==> src/rtl/motor_pkg.sv <==
// Shared types and helpers for the H-bridge PWM motor controller.
package motor_pkg;

  typedef enum logic [2:0] {
    IDLE,
    RAMP,
    RUN,
    DECEL_REV,
    DEADTIME,
    BRAKE
  } motor_state_t;

  typedef enum logic [1:0] {
    STEP_HOLD,
    STEP_UP,
    STEP_DOWN
  } ramp_step_t;

  localparam logic DIR_FWD = 1'b0;
  localparam logic DIR_REV = 1'b1;

  // Duty widths up to 16 bits are supported by this comparison.
  function automatic ramp_step_t ramp_step(input logic [15:0] cur, input logic [15:0] tgt);
    ramp_step = STEP_HOLD;
    if (cur < tgt) ramp_step = STEP_UP;
    else if (cur > tgt) ramp_step = STEP_DOWN;
  endfunction

endpackage

==> src/rtl/pwm_tick_gen.sv <==
// Prescaler and PWM period counter; boundary marks the last tick of a period.
module pwm_tick_gen #(
  parameter int PRESCALE = 195,
  parameter int DUTY_W   = 4
) (
  input  logic              clock,
  input  logic              reset_n,
  input  logic              restart,
  output logic              tick,
  output logic              boundary,
  output logic [DUTY_W-1:0] period_cnt
);

  localparam int MAX_DUTY = (1 << DUTY_W) - 1;
  localparam int PS_W     = (PRESCALE > 1) ? $clog2(PRESCALE) : 1;

  logic [PS_W-1:0] presc_cnt;

  assign tick     = (presc_cnt == PS_W'(PRESCALE - 1));
  assign boundary = tick && (period_cnt == DUTY_W'(MAX_DUTY - 1));

  always_ff @(posedge clock or negedge reset_n) begin
    if (!reset_n) begin
      presc_cnt  <= '0;
      period_cnt <= '0;
    end else if (restart) begin
      presc_cnt  <= '0;
      period_cnt <= '0;
    end else if (tick) begin
      presc_cnt  <= '0;
      period_cnt <= boundary ? '0 : period_cnt + 1'b1;
    end else begin
      presc_cnt <= presc_cnt + 1'b1;
    end
  end

endmodule

==> src/rtl/motor_pwm_ctrl.sv <==
// H-bridge PWM motor controller with soft ramping, reversal dead time,
// coast and active brake.
module motor_pwm_ctrl
  import motor_pkg::*;
#(
  parameter int DUTY_W          = 4,
  parameter int PRESCALE        = 195,
  parameter int RAMP_PERIODS    = 4,
  parameter int DEADTIME_CYCLES = 1000
) (
  input  logic              clock,
  input  logic              reset_n,
  input  logic              enable,
  input  logic              brake,
  input  logic              cmd_valid,
  output logic              cmd_ready,
  input  logic [DUTY_W-1:0] cmd_duty,
  input  logic              cmd_dir,
  output logic              motor_in1,
  output logic              motor_in2,
  output logic [DUTY_W-1:0] cur_duty,
  output logic              cur_dir,
  output logic              busy
);

  localparam int RC_W = (RAMP_PERIODS > 1) ? $clog2(RAMP_PERIODS) : 1;
  localparam int DT_W = (DEADTIME_CYCLES > 1) ? $clog2(DEADTIME_CYCLES) : 1;

  motor_state_t      state, state_n;
  logic [DUTY_W-1:0] target, target_n, cur_duty_n, pend_duty, pend_duty_n;
  logic              cur_dir_n, pend_dir, pend_dir_n;
  logic [RC_W-1:0]   ramp_cnt, ramp_cnt_n;
  logic [DT_W-1:0]   dead_cnt, dead_cnt_n;
  logic              ready_q, restart, tick_unused, boundary;
  logic [DUTY_W-1:0] period_cnt;
  logic              accept, ramp_due, pwm_on, in1_n, in2_n;
  ramp_step_t        step_dir;

  pwm_tick_gen #(
    .PRESCALE(PRESCALE),
    .DUTY_W  (DUTY_W)
  ) u_tick (
    .clock     (clock),
    .reset_n   (reset_n),
    .restart   (restart),
    .tick      (tick_unused),
    .boundary  (boundary),
    .period_cnt(period_cnt)
  );

  // ready_q keeps the handshake closed while reset is asserted.
  assign cmd_ready = ready_q && enable && !brake &&
                     (state == IDLE || state == RAMP || state == RUN);
  assign accept    = cmd_valid && cmd_ready;
  assign ramp_due  = boundary && (ramp_cnt == RC_W'(RAMP_PERIODS - 1));
  assign step_dir  = ramp_step(16'(cur_duty), 16'(target));
  assign busy      = (state == RAMP) || (state == DECEL_REV) || (state == DEADTIME);
  assign pwm_on    = (period_cnt < cur_duty);

  always_comb begin
    state_n     = state;
    cur_duty_n  = cur_duty;
    target_n    = target;
    cur_dir_n   = cur_dir;
    pend_duty_n = pend_duty;
    pend_dir_n  = pend_dir;
    ramp_cnt_n  = '0;
    dead_cnt_n  = '0;
    restart     = 1'b0;

    if (!enable) begin
      state_n     = IDLE;
      cur_duty_n  = '0;
      target_n    = '0;
      pend_duty_n = '0;
      pend_dir_n  = DIR_FWD;
    end else if (brake) begin
      state_n     = BRAKE;
      cur_duty_n  = '0;
      target_n    = '0;
      pend_duty_n = '0;
      pend_dir_n  = DIR_FWD;
    end else begin
      if (state == RAMP || state == DECEL_REV)
        ramp_cnt_n = boundary ? (ramp_due ? '0 : ramp_cnt + 1'b1) : ramp_cnt;

      case (state)
        IDLE: begin
          cur_duty_n = '0;
          if (accept) begin
            target_n  = cmd_duty;
            cur_dir_n = cmd_dir;
            if (cmd_duty != '0) state_n = RAMP;
          end
        end
        RAMP, RUN: begin
          // An accepted command suppresses that cycle's step so the ramp
          // never overshoots a new target.
          if (accept) begin
            if (cmd_dir == cur_dir) begin
              if (cmd_duty != target) begin
                target_n = cmd_duty;
                state_n  = RAMP;
              end
            end else begin
              pend_dir_n  = cmd_dir;
              pend_duty_n = cmd_duty;
              target_n    = '0;
              state_n     = DECEL_REV;
            end
          end else if (state == RAMP) begin
            if (cur_duty == target) begin
              state_n = (target == '0) ? IDLE : RUN;
            end else if (ramp_due) begin
              case (step_dir)
                STEP_UP:   cur_duty_n = cur_duty + 1'b1;
                STEP_DOWN: cur_duty_n = cur_duty - 1'b1;
                default:   cur_duty_n = cur_duty;
              endcase
            end
          end
        end
        DECEL_REV: begin
          if (cur_duty == '0) state_n = DEADTIME;
          else if (ramp_due && step_dir == STEP_DOWN) cur_duty_n = cur_duty - 1'b1;
        end
        DEADTIME: begin
          if (dead_cnt == DT_W'(DEADTIME_CYCLES - 1)) begin
            cur_dir_n   = pend_dir;
            target_n    = pend_duty;
            pend_duty_n = '0;
            restart     = 1'b1;
            state_n     = (pend_duty == '0) ? IDLE : RAMP;
          end else begin
            dead_cnt_n = dead_cnt + 1'b1;
          end
        end
        BRAKE:   state_n = IDLE;
        default: state_n = IDLE;
      endcase
    end
  end

  // Both legs high only ever comes from the brake input itself.
  always_comb begin
    in1_n = 1'b0;
    in2_n = 1'b0;
    if (enable && brake) begin
      in1_n = 1'b1;
      in2_n = 1'b1;
    end else if (enable && (state == RAMP || state == RUN || state == DECEL_REV)) begin
      if (cur_dir == DIR_REV) in2_n = pwm_on;
      else                    in1_n = pwm_on;
    end
  end

  always_ff @(posedge clock or negedge reset_n) begin
    if (!reset_n) begin
      state     <= IDLE;
      cur_duty  <= '0;
      target    <= '0;
      cur_dir   <= DIR_FWD;
      pend_duty <= '0;
      pend_dir  <= DIR_FWD;
      ramp_cnt  <= '0;
      dead_cnt  <= '0;
      ready_q   <= 1'b0;
      motor_in1 <= 1'b0;
      motor_in2 <= 1'b0;
    end else begin
      state     <= state_n;
      cur_duty  <= cur_duty_n;
      target    <= target_n;
      cur_dir   <= cur_dir_n;
      pend_duty <= pend_duty_n;
      pend_dir  <= pend_dir_n;
      ramp_cnt  <= ramp_cnt_n;
      dead_cnt  <= dead_cnt_n;
      ready_q   <= 1'b1;
      motor_in1 <= in1_n;
      motor_in2 <= in2_n;
    end
  end

endmodule

==> config.mk <==
export PLATFORM = sky130hd
export DESIGN_NAME = motor_pwm_ctrl
export DESIGN_NICKNAME = d
export VERILOG_FILES = /design/src/rtl/motor_pkg.sv /design/src/rtl/pwm_tick_gen.sv /design/src/rtl/motor_pwm_ctrl.sv
export SDC_FILE = /design/constraint.sdc
export NUM_CORES = 1
export LEC_CHECK = 0
export BUFFER_PORTS_ARGS = -buffer_cell sky130_fd_sc_hd__buf_4
export CAP_MARGIN = 20
export CORE_UTILIZATION = 50
export DETAILED_ROUTE_END_ITERATION = 7
export GPL_TIMING_DRIVEN = 0
export PLACE_DENSITY = 0.68
export SLEW_MARGIN = 15
export SYNTH_ARGS = -nofsm -noshare
export SYNTH_HDL_FRONTEND = slang
export SYNTH_SLANG_ARGS = --single-unit
==> constraint.sdc <==
create_clock -name clock -period 3.4 [get_ports clock]
set_clock_uncertainty 0.05 [all_clocks]
set_input_delay 0.68 -clock clock [delete_from_list [all_inputs] [get_ports clock]]
set_output_delay 0.68 -clock clock [all_outputs]
set_load 0.005 [all_outputs]
==> metrics, run 1 <==
clock-pin slew on the worst setup and hold paths about 0.080 ns; Startpoint Class primary input; Sink Count 44; GRT overflow 0; Hold Vio Cnt, Final 0; Nets between 300 and 400; Syn Nets approximately 320; status complete, no violations; pwr dens 406.2 mW/mm2; share of layout cells above drive strength 1 12.58%; worst reg-to-reg path cell count 6; dpl hpwl approximately 4300 um; final setup TNS 0 ns; Final Non-Filler Cells around 390; largest net degree at the start of global routing 45; vias in the first global route 2117; DR vias about 2200; CTS tree done; gpl congestion 0.9089; RSZ-0062 raised after global routing false; htree depth 2; synth cell count leaders dfrtp_1, nor2_1, o21ai_0; Yosys top cell by area dfrtp_1; num ports 19; Net Sw Frac a little under a third; asr flop ratio synth 100.0%; Max Fanout on Critical Path 9; clock tree buffer depth 2; DR pass1 iterations 4; mean post-synth cell area 9.335 um2; Final Cycle Share 73.04%; number of synthesized flops with an enable pin 0; vias per std cell 5.716; Final min period roughly 2.5 ns; Worst Setup End Kind flip-flop; final setup fails 0; CTS root buf clkbuf_8; RR Endpoint state[1]; Slew Viols, Final 0; Synth Warn # 0; Die Width around 76 um; Iter 0 DRT Violations about 170; drt total wl between 5000 and 6000 um; Distinct cells, synth 58; CP Class in2reg; Clock Latency Late Sink about 0.29 ns; worst hold-check path type in2async; clock buffer count from CTS 5; Clk pwr share 28.5%; Global Route Usage Sum approximately 22%; Synth Cell Area 0.002735 mm2; Yosys top cell area share 40.26%; reg-to-reg slack, setup a little over 0.9 ns; cell row count 26; Primary FF master, synth dfrtp_1; P_int 0.0008564 W; Gate power share about a quarter; cts repair resizes 0; Net Switching roughly 0.00038 W; relative slew slack about 54%; drc violations 0; Die Y 75.96 um; core area 0.005172 mm2; register share of total power between 40 and 50%; Worst EP arrival about 2.6 ns; Core Util, Final 59.05%; VDD IR-drop max 178.2 uV; number of nets with antenna violations after routing 0; Initial Util a little over half; post-synthesis register bit count 44; Hold Buf Count CTS 0; Setup Buffers After CTS 0; synth top area cells dfrtp_1, ha_1, nor2_1; number of diodes 0; total of max-cap violations 0; post-placement cell count between 300 and 400; Die Footprint between 0.005 and 0.006 mm2; initial antenna violation count 0; FMAX just over 400 MHz; FF-to-FF Start state[2]; P&R area growth vs syn 11.67%; Port Buffer Count 18; WL/cell 15.01 um; register area share after synthesis between 40% and 50%; most common cell in the synthesized netlist dfrtp_1; Slew @ Worst Pin 0.6800 ns; Req. time, crit path 3.54 ns; Pleak 1.319 nW; first-pass GRT wire length a little over 10000 um; Syn Inst Count 293
==> power groups by stage <==
stage | logic, W | clock network, W | registers, W
after global placement | 0.000302 | 0 | 0.000588
after CTS | 0.000307 | 0.000367 | 0.000578
final | 0.000309 | 0.000354 | 0.000578
after detailed placement | 0.000305 | 0 | 0.000589
after floorplan | 0.000209 | 0 | 0.000581
after global routing | 0.000344 | 0.000383 | 0.000582
==> flip-flops by register name, indices dropped and copies added, names as in the netlist, 2 cells and up <==
name and flops:
dead_cnt 10, u_tick.presc_cnt 8, cur_duty 4, pend_duty 4, target 4, u_tick.period_cnt 4
state 3, ramp_cnt 2
==> critical path, cell delays in order <==
cell and delay (ns):
buf_4 0.13, nor3b_4 0.38, nand4_2 0.34, nor2_1 0.27
a21oi_1 0.10, o2111ai_1 0.35, mux2_2 0.38
==> area by class of cell <==
class / instances / area [um2]
fillers: 463 / 2118
flip-flops and latches: 44 / 1101
multi-input cells: 226 / 1543
clock buffers: 7 / 96.34
repair buffers: 18 / 135.1
well taps: 70 / 87.58
inverters: 17 / 63.81
plain buffers: 6 / 27.53
==> cell families (layout without fill, tap and decap cells) <==
group	count (synthesis)	in the layout	synth area share, %
AND/OR/NAND/NOR	117	117	24.20
AO/OA/AOI/OAI	63	63	14.91
flip-flops	44	44	40.26
buffers and inverters	23	48	3.339
XOR/XNOR	18	18	5.764
adder cells (fa/ha/maj)	15	15	6.862
multiplexers	12	12	4.529
other	1	1	0.1371
==> worst max path at each step <==
stage / startpoint / endpoint / slack (ns) / depth (start not counted)
3_3_place_gp: brake / state[1] / 0.63 / 7
4_1_cts: cur_duty[0] / cur_duty[2] / 0.91 / 8
5_1_grt: dead_cnt[0] / pend_duty[0] / 0.63 / 7
2_1_floorplan: cmd_duty[1] / state[1] / 1.15 / 5
3_5_place_dp: enable / state[1] / 0.62 / 7
6_report: enable / state[1] / 0.92 / 7
==> metal layers <==
| layer | vias to the layer above | track usage (%) | share of wire (%) |
|---|---|---|---|
| met4 | 0 | 6.346 | 1.6 |
| li1 | 1102 | - | - |
| met3 | 13 | 3.614 | 4.5 |
| met5 | - | 0 | 0 |
| met1 | 1045 | 30.90 | 50 |
| met2 | 58 | 34.09 | 44 |
==> layout by cell type, fill, tap and decap left out, types with 4 or more instances in the layout <==
cell	netlist	routed
ha_1	15	15
nand3_1	16	16
nor3b_1	4	4
xnor2_1	7	7
xor2_1	11	11
nor2_1	29	29
nor2b_1	5	5
nand2b_1	6	6
nor3_1	5	5
inv_1	17	17
nand2_1	13	13
mux2i_1	9	9
nand4_1	5	5
buf_4	0	18
and3_1	8	8
clkbuf_8	0	7
a21oi_1	13	13
nand3b_1	5	5
o21ai_0	18	18
dfrtp_1	44	44
==> through the flow <==
stage	cell area (um2)	worst slack [ns]	power, W	hold WS [ns]
after floorplan	2735	1.148	0.0007894	0.3344
after global placement	2958	0.6287	0.0008904	0.4263
after detailed placement	2958	0.6199	0.0008942	0.4365
after CTS	3054	0.9077	0.001252	0.3519
after global routing	3054	0.6312	0.001309	0.3756
final	3054	0.9167	0.001241	0.3209
Power figures use the tool's default switching activity.
==> run 2, diff against run 1 <==
==> constraint.sdc (replaced) <==
create_clock -name clock -period 2.4 [get_ports clock]
set_clock_uncertainty 0.05 [all_clocks]
set_input_delay 0.48 -clock clock [delete_from_list [all_inputs] [get_ports clock]]
set_output_delay 0.48 -clock clock [all_outputs]
set_load 0.005 [all_outputs]
==> run 2 against run 1 <==
Against the previous run: sequential power grew 41%; global-route usage grew 0.078 points; clock-buffer cell count is the same; clock power grew 43%; cell area grew 3.8%; combinational power grew 57%; total power grew 46%; core utilization grew 2.2 points; hold slack lost 0.20 ns; register-to-register slack lost 0.81 ns; setup slack lost 0.81 ns; largest power group unchanged; highest routed layer unchanged.
==> metrics, run 2 (same netlist as run 1, synthesis figures left out) <==
critical path's top delay family compound AO/OA/AOI/OAI gates; largest net degree at the start of global routing 45 (unchanged); Global Route Usage Sum 21.80% (+0.078 points); Post-DP Area 0.002958 mm2 (unchanged); CTS root buf clkbuf_8; clock tree buffer depth 2 (unchanged); clock-pin slew on the worst setup and hold paths 0.08 ns (about the same); Cell Chain, Critical Path ha_1 > nand4_1 > nor3_1 > o31a_1 > a311o_1 > or2_4 > o21ai_2; core area 0.005172 mm2 (unchanged); Pleak 1.376 nW (+4.3%); number of diodes 0 (unchanged); most frequent cells in the layout dfrtp_1, nor2_1, buf_4; Slew Viols, Final 0 (unchanged); max FFs per register 10 (unchanged); vias in the first global route 2115 (-0.094%); Die Y 75.96 um (unchanged); Clock Latency Late Sink 0.29 ns (about the same); slowest CP cell dfrtp_1; drc violations 0 (unchanged); vias per std cell 5.801 (+1.5%); Min Hold Slack 0.1197 ns (-0.2012 ns); Die Footprint 0.005770 mm2 (unchanged); dpl hpwl 4276 um (unchanged); gpl congestion 0.9089 (unchanged); share of layout cells above drive strength 1 17.18% (+4.6 points); post-placement cell count 381 (unchanged); Final Cycle Share a little over nine tenths; Largest stage delay, worst path 0.49 ns (+0.11 ns); Setup WS pre-CTS -0.1801 ns (-0.8000 ns); WL/cell 15.15 um (+0.98%); P_int 0.001243 W (+45%); Port Buffer Count 18 (unchanged); Final min period roughly 2.3 ns; Sink Count 44 (unchanged); Req. time, crit path 2.57 ns (-0.97 ns); Die Width 75.96 um (unchanged); status complete, no violations; Iter 0 DRT Violations 180 (+4.0%); num ports 19 (unchanged); DR pass1 iterations 4 (unchanged); VDD IR-drop max 241.1 uV (+35%); GRT overflow 0 (unchanged); Clk pwr share 28.0% (-0.5 points); initial antenna violation count 0 (unchanged); largest register by flop count dead_cnt; Top Registers dead_cnt x10, u_tick.presc_cnt x8; FMAX approximately 440 MHz; final instance area 0.003171 mm2 (+3.8%); cell row count 26 (unchanged); fillers 453 (-2.2%); register share of total power 45.2% (-1.4 points); worst hold-check path type in2async; clock buffer count from CTS 5 (unchanged); Nets 351 (+2.3%); area of the multi-input gates 0.001583 mm2 (+2.6%); Final Non-Filler Cells 396 (+2.1%); Initial Util 52.88% (unchanged); CTS tree done; first-pass GRT wire length 10140 um (+0.21%); Register Area 0.001104 mm2 (+0.23%); Worst Path Buf+Inv 0 (-1); Worst EP arrival 2.47 ns (-0.15 ns); Worst Setup End Kind flip-flop; DR vias 2297 (+3.6%); commonest non-fill, non-tap cell in the layout dfrtp_1; total of max-cap violations 0 (unchanged); Slew @ Worst Pin 0.6196 ns (-0.06036 ns); Net Sw Frac 31.24% (+0.28 points); number of nets with antenna violations after routing 0 (unchanged); pwr dens 570.0 mW/mm2 (+40%); htree depth 2 (unchanged); final setup fails 0 (unchanged); relative slew slack 57.62% (+3.3 points); Gate power share 26.9% (+2.0 points); P&R area growth vs syn 15.92%; CP Class reg2reg; Hold Vio Cnt, Final 0 (unchanged); Startpoint Class flip-flop; Max Fanout on Critical Path 9 (unchanged); drt total wl 6000 um (+3.1%); Net Switching 0.0005647 W (+47%); fin worst setup slack 0.1033 ns (-0.8134 ns)
[run 2: cell count changes in the layout (fill, tap and decap cells not counted), moves of 2 or more]
cell / previous run / this run
o21ai_1: 2 / 0
dfrtp_1: 44 / 42
o21ai_2: 0 / 2
dfrtp_2: 0 / 2
buf_4: 18 / 25
[run 2: final cells by class]
| type | instances | area share [%] |
|---|---|---|
| inverter | 17 | 2.013 |
| clock buffer | 7 | 3.039 |
| sequential | 44 | 34.81 |
| tap | 70 | 2.762 |
| buffer | 6 | 0.9077 |
| multi-input combinational | 226 | 49.92 |
| timing repair buffer | 26 | 6.551 |
[run 2: through the flow]
step                       TNS, ns  utilization, %  power (W)
final                            0           61.30   0.001807
after CTS                        0           59.41   0.001779
after global placement     -0.2448           57.18   0.001261
after global routing      -0.04171           61.30   0.001904
after floorplan                  0               -   0.001118
after detailed placement   -0.4023           57.18   0.001267
[run 2: metal layers]
metal  up-vias  routed length [um]  global-route usage [%]  part of all wire [%]
met4         0                  55                   6.346                  0.92
met5         -                   0                       0                     0
met3         6                 262                   3.614                   4.4
li1       1119                   -                       -                     -
met1      1115                2924                   31.13                    49
met2        57                2757                   34.09                    46
[run 2: final timing paths]
| path | slack [ns] | endpoint | cells past startpoint | start |
|---|---|---|---|---|
| setup / recovery | 0.10 | cur_duty[2] | 7 | cur_duty[2] |
| hold / removal | 0.12 | u_tick.period_cnt[3] | 1 | reset_n |
| setup reg to reg | 0.10 | cur_duty[2] | 7 | cur_duty[2] |
| hold reg to reg | 0.45 | dead_cnt[0] | 1 | dead_cnt[0] |
| max in group asynchronous | 1.76 | cur_duty[0] | 1 | reset_n |
| min in group clock | 0.41 | pend_duty[0] | 3 | cmd_duty[0] |
[run 2: what timing repair did]
action	CTS	global route
setup buffers	1	7
endpoints found under the hold margin	0	0
hold buffers	0	0
setup endpoints to repair	5	11
resized for setup	4	7
pin swaps	1	5
[run 2: power groups by stage]
| stage | Combinational (W) | Clock, W | Sequential (W) |
|---|---|---|---|
| after floorplan | 0.000295 | 0 | 0.000823 |
| after global placement | 0.000428 | 0 | 0.000833 |
| after detailed placement | 0.000433 | 0 | 0.000834 |
| after CTS | 0.000440 | 0.000519 | 0.000820 |
| after global routing | 0.000540 | 0.000543 | 0.000821 |
| final | 0.000485 | 0.000505 | 0.000816 |
==> run 3, diff against run 2 <==
--- a/config.mk
+++ b/config.mk
@@ -14,4 +14,5 @@
 export SLEW_MARGIN = 15
 export SYNTH_ARGS = -nofsm -noshare
 export SYNTH_HDL_FRONTEND = slang
+export SYNTH_HIERARCHICAL = 1
 export SYNTH_SLANG_ARGS = --single-unit
==> run 3 against run 2 <==
Against the previous run: final cell count down 0.25%; clock power up 20%; synthesized area up 0.78%; sequential power about the same; critical endpoint is now cur_duty[3]; critical path type unchanged.
==> metrics, run 3 <==
FMAX 431.9 MHz (-0.81%); WL/cell 15.46 um (+2.1%); Port Buffer Count 18 (unchanged); Cell Chain, Critical Path inv_1 > ha_1 > inv_1 > o311a_2 > and3_1 > a211oi_4 > nand2b_4 > o21ai_1; Top Registers dead_cnt x10, u_tick/presc_cnt x8; Slew Viols, Final 0 (unchanged); Synth Warn # 6 (+6); cell row count 26 (unchanged); register share of total power 43.9% (-1.3 points); gpl congestion 0.8852 (-2.6%); CP dominant cell by count inv_1; drc violations 0 (unchanged); reg-to-reg slack, setup 0.08 ns (-0.02 ns); Yosys top cell area share 39.95% (-0.31 points); Clk pwr share 32.7% (+4.7 points); Slew @ Worst Pin 0.5706 ns (-0.04904 ns); Crit path depth 8 (+1); FF-to-FF Start cur_duty[1]; Net Switching 0.0005842 W (+3.5%); critical path's top delay family compound AO/OA/AOI/OAI gates; commonest non-fill, non-tap cell in the layout dfrtp_1; htree depth 2 (unchanged); Pleak 1.348 nW (-2.0%); vias in the first global route 2203 (+4.2%); most frequent cells in the layout dfrtp_1, buf_4, nor2_1; number of diodes 0 (unchanged); Yosys top cell by area dfrtp_1; Initial Util 52.96% (+0.078 points); Worst Setup End Kind flip-flop; initial antenna violation count 0 (unchanged); GRT overflow 0 (unchanged); Hold Vio Cnt, Final 0 (unchanged); drt total wl 6108 um (+1.8%); Net Sw Frac 31.49% (+0.24 points); DR pass1 iterations 4 (unchanged); Final min period 2.315 ns (+0.01878 ns); Syn Inst Count 294 (+0.34%); Global Route Usage Sum 22.49% (+0.69 points); num ports 19 (unchanged); post-synthesis register bit count 44 (unchanged); Die Width 76.25 um (+0.38%); Gate power share 23.4% (-3.5 points); Core Util, Final 60.87% (-0.43 points); Distinct cells, synth 64 (+10%); Clock Latency Late Sink 0.31 ns (+0.02 ns); largest register by flop count dead_cnt; Die Y 76.25 um (+0.38%); number of nets with antenna violations after routing 0 (unchanged); synth top area cells dfrtp_1, ha_1, o21ai_0; Die Footprint 0.005814 mm2 (+0.77%); mean post-synth cell area 9.375 um2 (+0.43%); Max Fanout on Critical Path 7 (-2); register area share after synthesis 39.95% (-0.31 points); worst reg-to-reg path cell count 8 (+1); Syn Nets 319 (+0.31%); first-pass GRT wire length 10520 um (+3.7%); Critical Path Sink cur_duty[3]; Synth Cell Area 0.002756 mm2 (+0.78%); fillers 449 (-0.88%); Startpoint Class flip-flop; Nets 349 (-0.57%); pwr dens 585.7 mW/mm2 (+2.8%); RR Endpoint cur_duty[3]; max FFs per register 10 (unchanged); asr flop ratio synth 100.0% (unchanged); Power Total 0.001856 W (+2.7%); Primary FF master, synth dfrtp_1; clock-pin slew on the worst setup and hold paths 0.10 ns (+0.02 ns); dpl hpwl 4337 um (+1.4%); CP Class reg2reg; DR vias 2340 (+1.9%); final setup fails 0 (unchanged); VDD IR-drop max 270.0 uV (+12%); Req. time, crit path 2.54 ns (-0.03 ns); core area 0.005205 mm2 (+0.63%); P&R area growth vs syn 14.93%; crit path launch cur_duty[1]; CTS tree done; Worst Path Buf+Inv 2 (+2); Final Cycle Share 96.48% (+0.78 points); Worst EP arrival 2.46 ns (about the same); share of layout cells above drive strength 1 18.46% (+1.3 points); Iter 0 DRT Violations 188 (+4.4%); CTS root buf clkbuf_8; Sink Count 44 (unchanged); P_int 0.001271 W (+2.3%); slowest CP cell dfrtp_2; relative slew slack 61.96% (+4.3 points); largest net degree at the start of global routing 45 (unchanged); clock buffer count from CTS 5 (unchanged); Largest stage delay, worst path 0.47 ns (-0.02 ns); vias per std cell 5.924 (+2.1%); most common cell in the synthesized netlist dfrtp_1; synth cell count leaders dfrtp_1, nor2_1, nand2_1; worst hold-check path type in2async; total of max-cap violations 0 (unchanged); status complete, no violations; clock tree buffer depth 2 (unchanged); number of synthesized flops with an enable pin 0 (unchanged)
-- run 3: cell count changes after synthesis, sizes merged, moves of 4 or more --
cell | before | now
nand3b | 5 | 1
nor2 | 30 | 25
a21oi | 13 | 17
nand2 | 13 | 23
nor3b | 5 | 1
-- run 3: logic make-up (layout without fill, tap and decap cells) --
kind of cell / count (synthesis) / count (layout) / share of synthesized area, %
AOI/OAI and AO/OA: 82 / 82 / 20.29
other: 1 / 1 / 0.1360
buffers and inverters: 19 / 50 / 3.087
DFF: 44 / 44 / 39.95
and+or+nand+nor: 109 / 109 / 21.38
muxes: 8 / 8 / 2.996
xor gates and xnor gates: 16 / 16 / 5.357
adders and majority gates: 15 / 15 / 6.809
-- run 3: power by group through the flow --
| stage | Sequential [W] | Clock, W | Combinational [W] |
|---|---|---|---|
| 2_1_floorplan | 0.000819 | 0 | 0.000264 |
| 3_3_place_gp | 0.000828 | 0 | 0.000387 |
| 3_5_place_dp | 0.000828 | 0 | 0.000393 |
| 4_1_cts | 0.000813 | 0.000618 | 0.000400 |
| 5_1_grt | 0.000822 | 0.000644 | 0.000479 |
| 6_report | 0.000815 | 0.000606 | 0.000435 |
-- run 3: how the worst min path moves through the flow --
stage | slack, ns | endpoint
after floorplan | 0.13 | cur_dir
after global placement | 0.43 | dead_cnt[0]
after detailed placement | 0.44 | dead_cnt[0]
after CTS | 0.13 | pend_duty[0]
after global routing | 0.15 | pend_duty[2]
final | 0.10 | pend_duty[0]
-- run 3: repair_timing --
item	4_1_cts	5_1_grt
endpoints found under the setup margin	2	7
hold buffers	0	0
endpoints found under the hold margin	0	0
pin swaps	0	4
resized for setup	2	11
buffers inserted	0	5
-- run 3: through the flow --
step / TNS, ns / hold WS (ns) / area (um2) / cells / worst slack (ns)
after CTS: 0 / 0.1286 / 3107 / 390 / 0.01513
after global routing: -0.004354 / 0.1543 / 3168 / 395 / -0.004354
after floorplan: 0 / 0.1344 / 2756 / 294 / 0.2504
after detailed placement: -0.8057 / 0.4400 / 2979 / 382 / -0.1272
final: 0 / 0.1026 / 3168 / 395 / 0.08456
after global placement: -0.4693 / 0.4324 / 2979 / 382 / -0.1213
-- run 3: metal layers --
metal,vias up,part of all wire [%],global-route usage (%)
met4,0,1.5,8.462
met1,1114,47,32.08
met2,71,46,34.05
met5,-,0,0
li1,1145,-,-
met3,10,5.2,3.832
-- run 3: cell type report --
| cell class | count | area (um2) | share of cell area [%] |
|---|---|---|---|
| Multi-Input combinational cell | 231 | 1605 | 50.67 |
| Sequential cell | 44 | 1102 | 34.79 |
| Timing Repair Buffer | 23 | 172.7 | 5.450 |
| Tap cell | 70 | 87.58 | 2.765 |
| Clock buffer | 5 | 68.82 | 2.172 |
| Inverter | 14 | 52.55 | 1.659 |
| Clock inverter | 3 | 46.29 | 1.461 |
| Buffer | 5 | 32.53 | 1.027 |
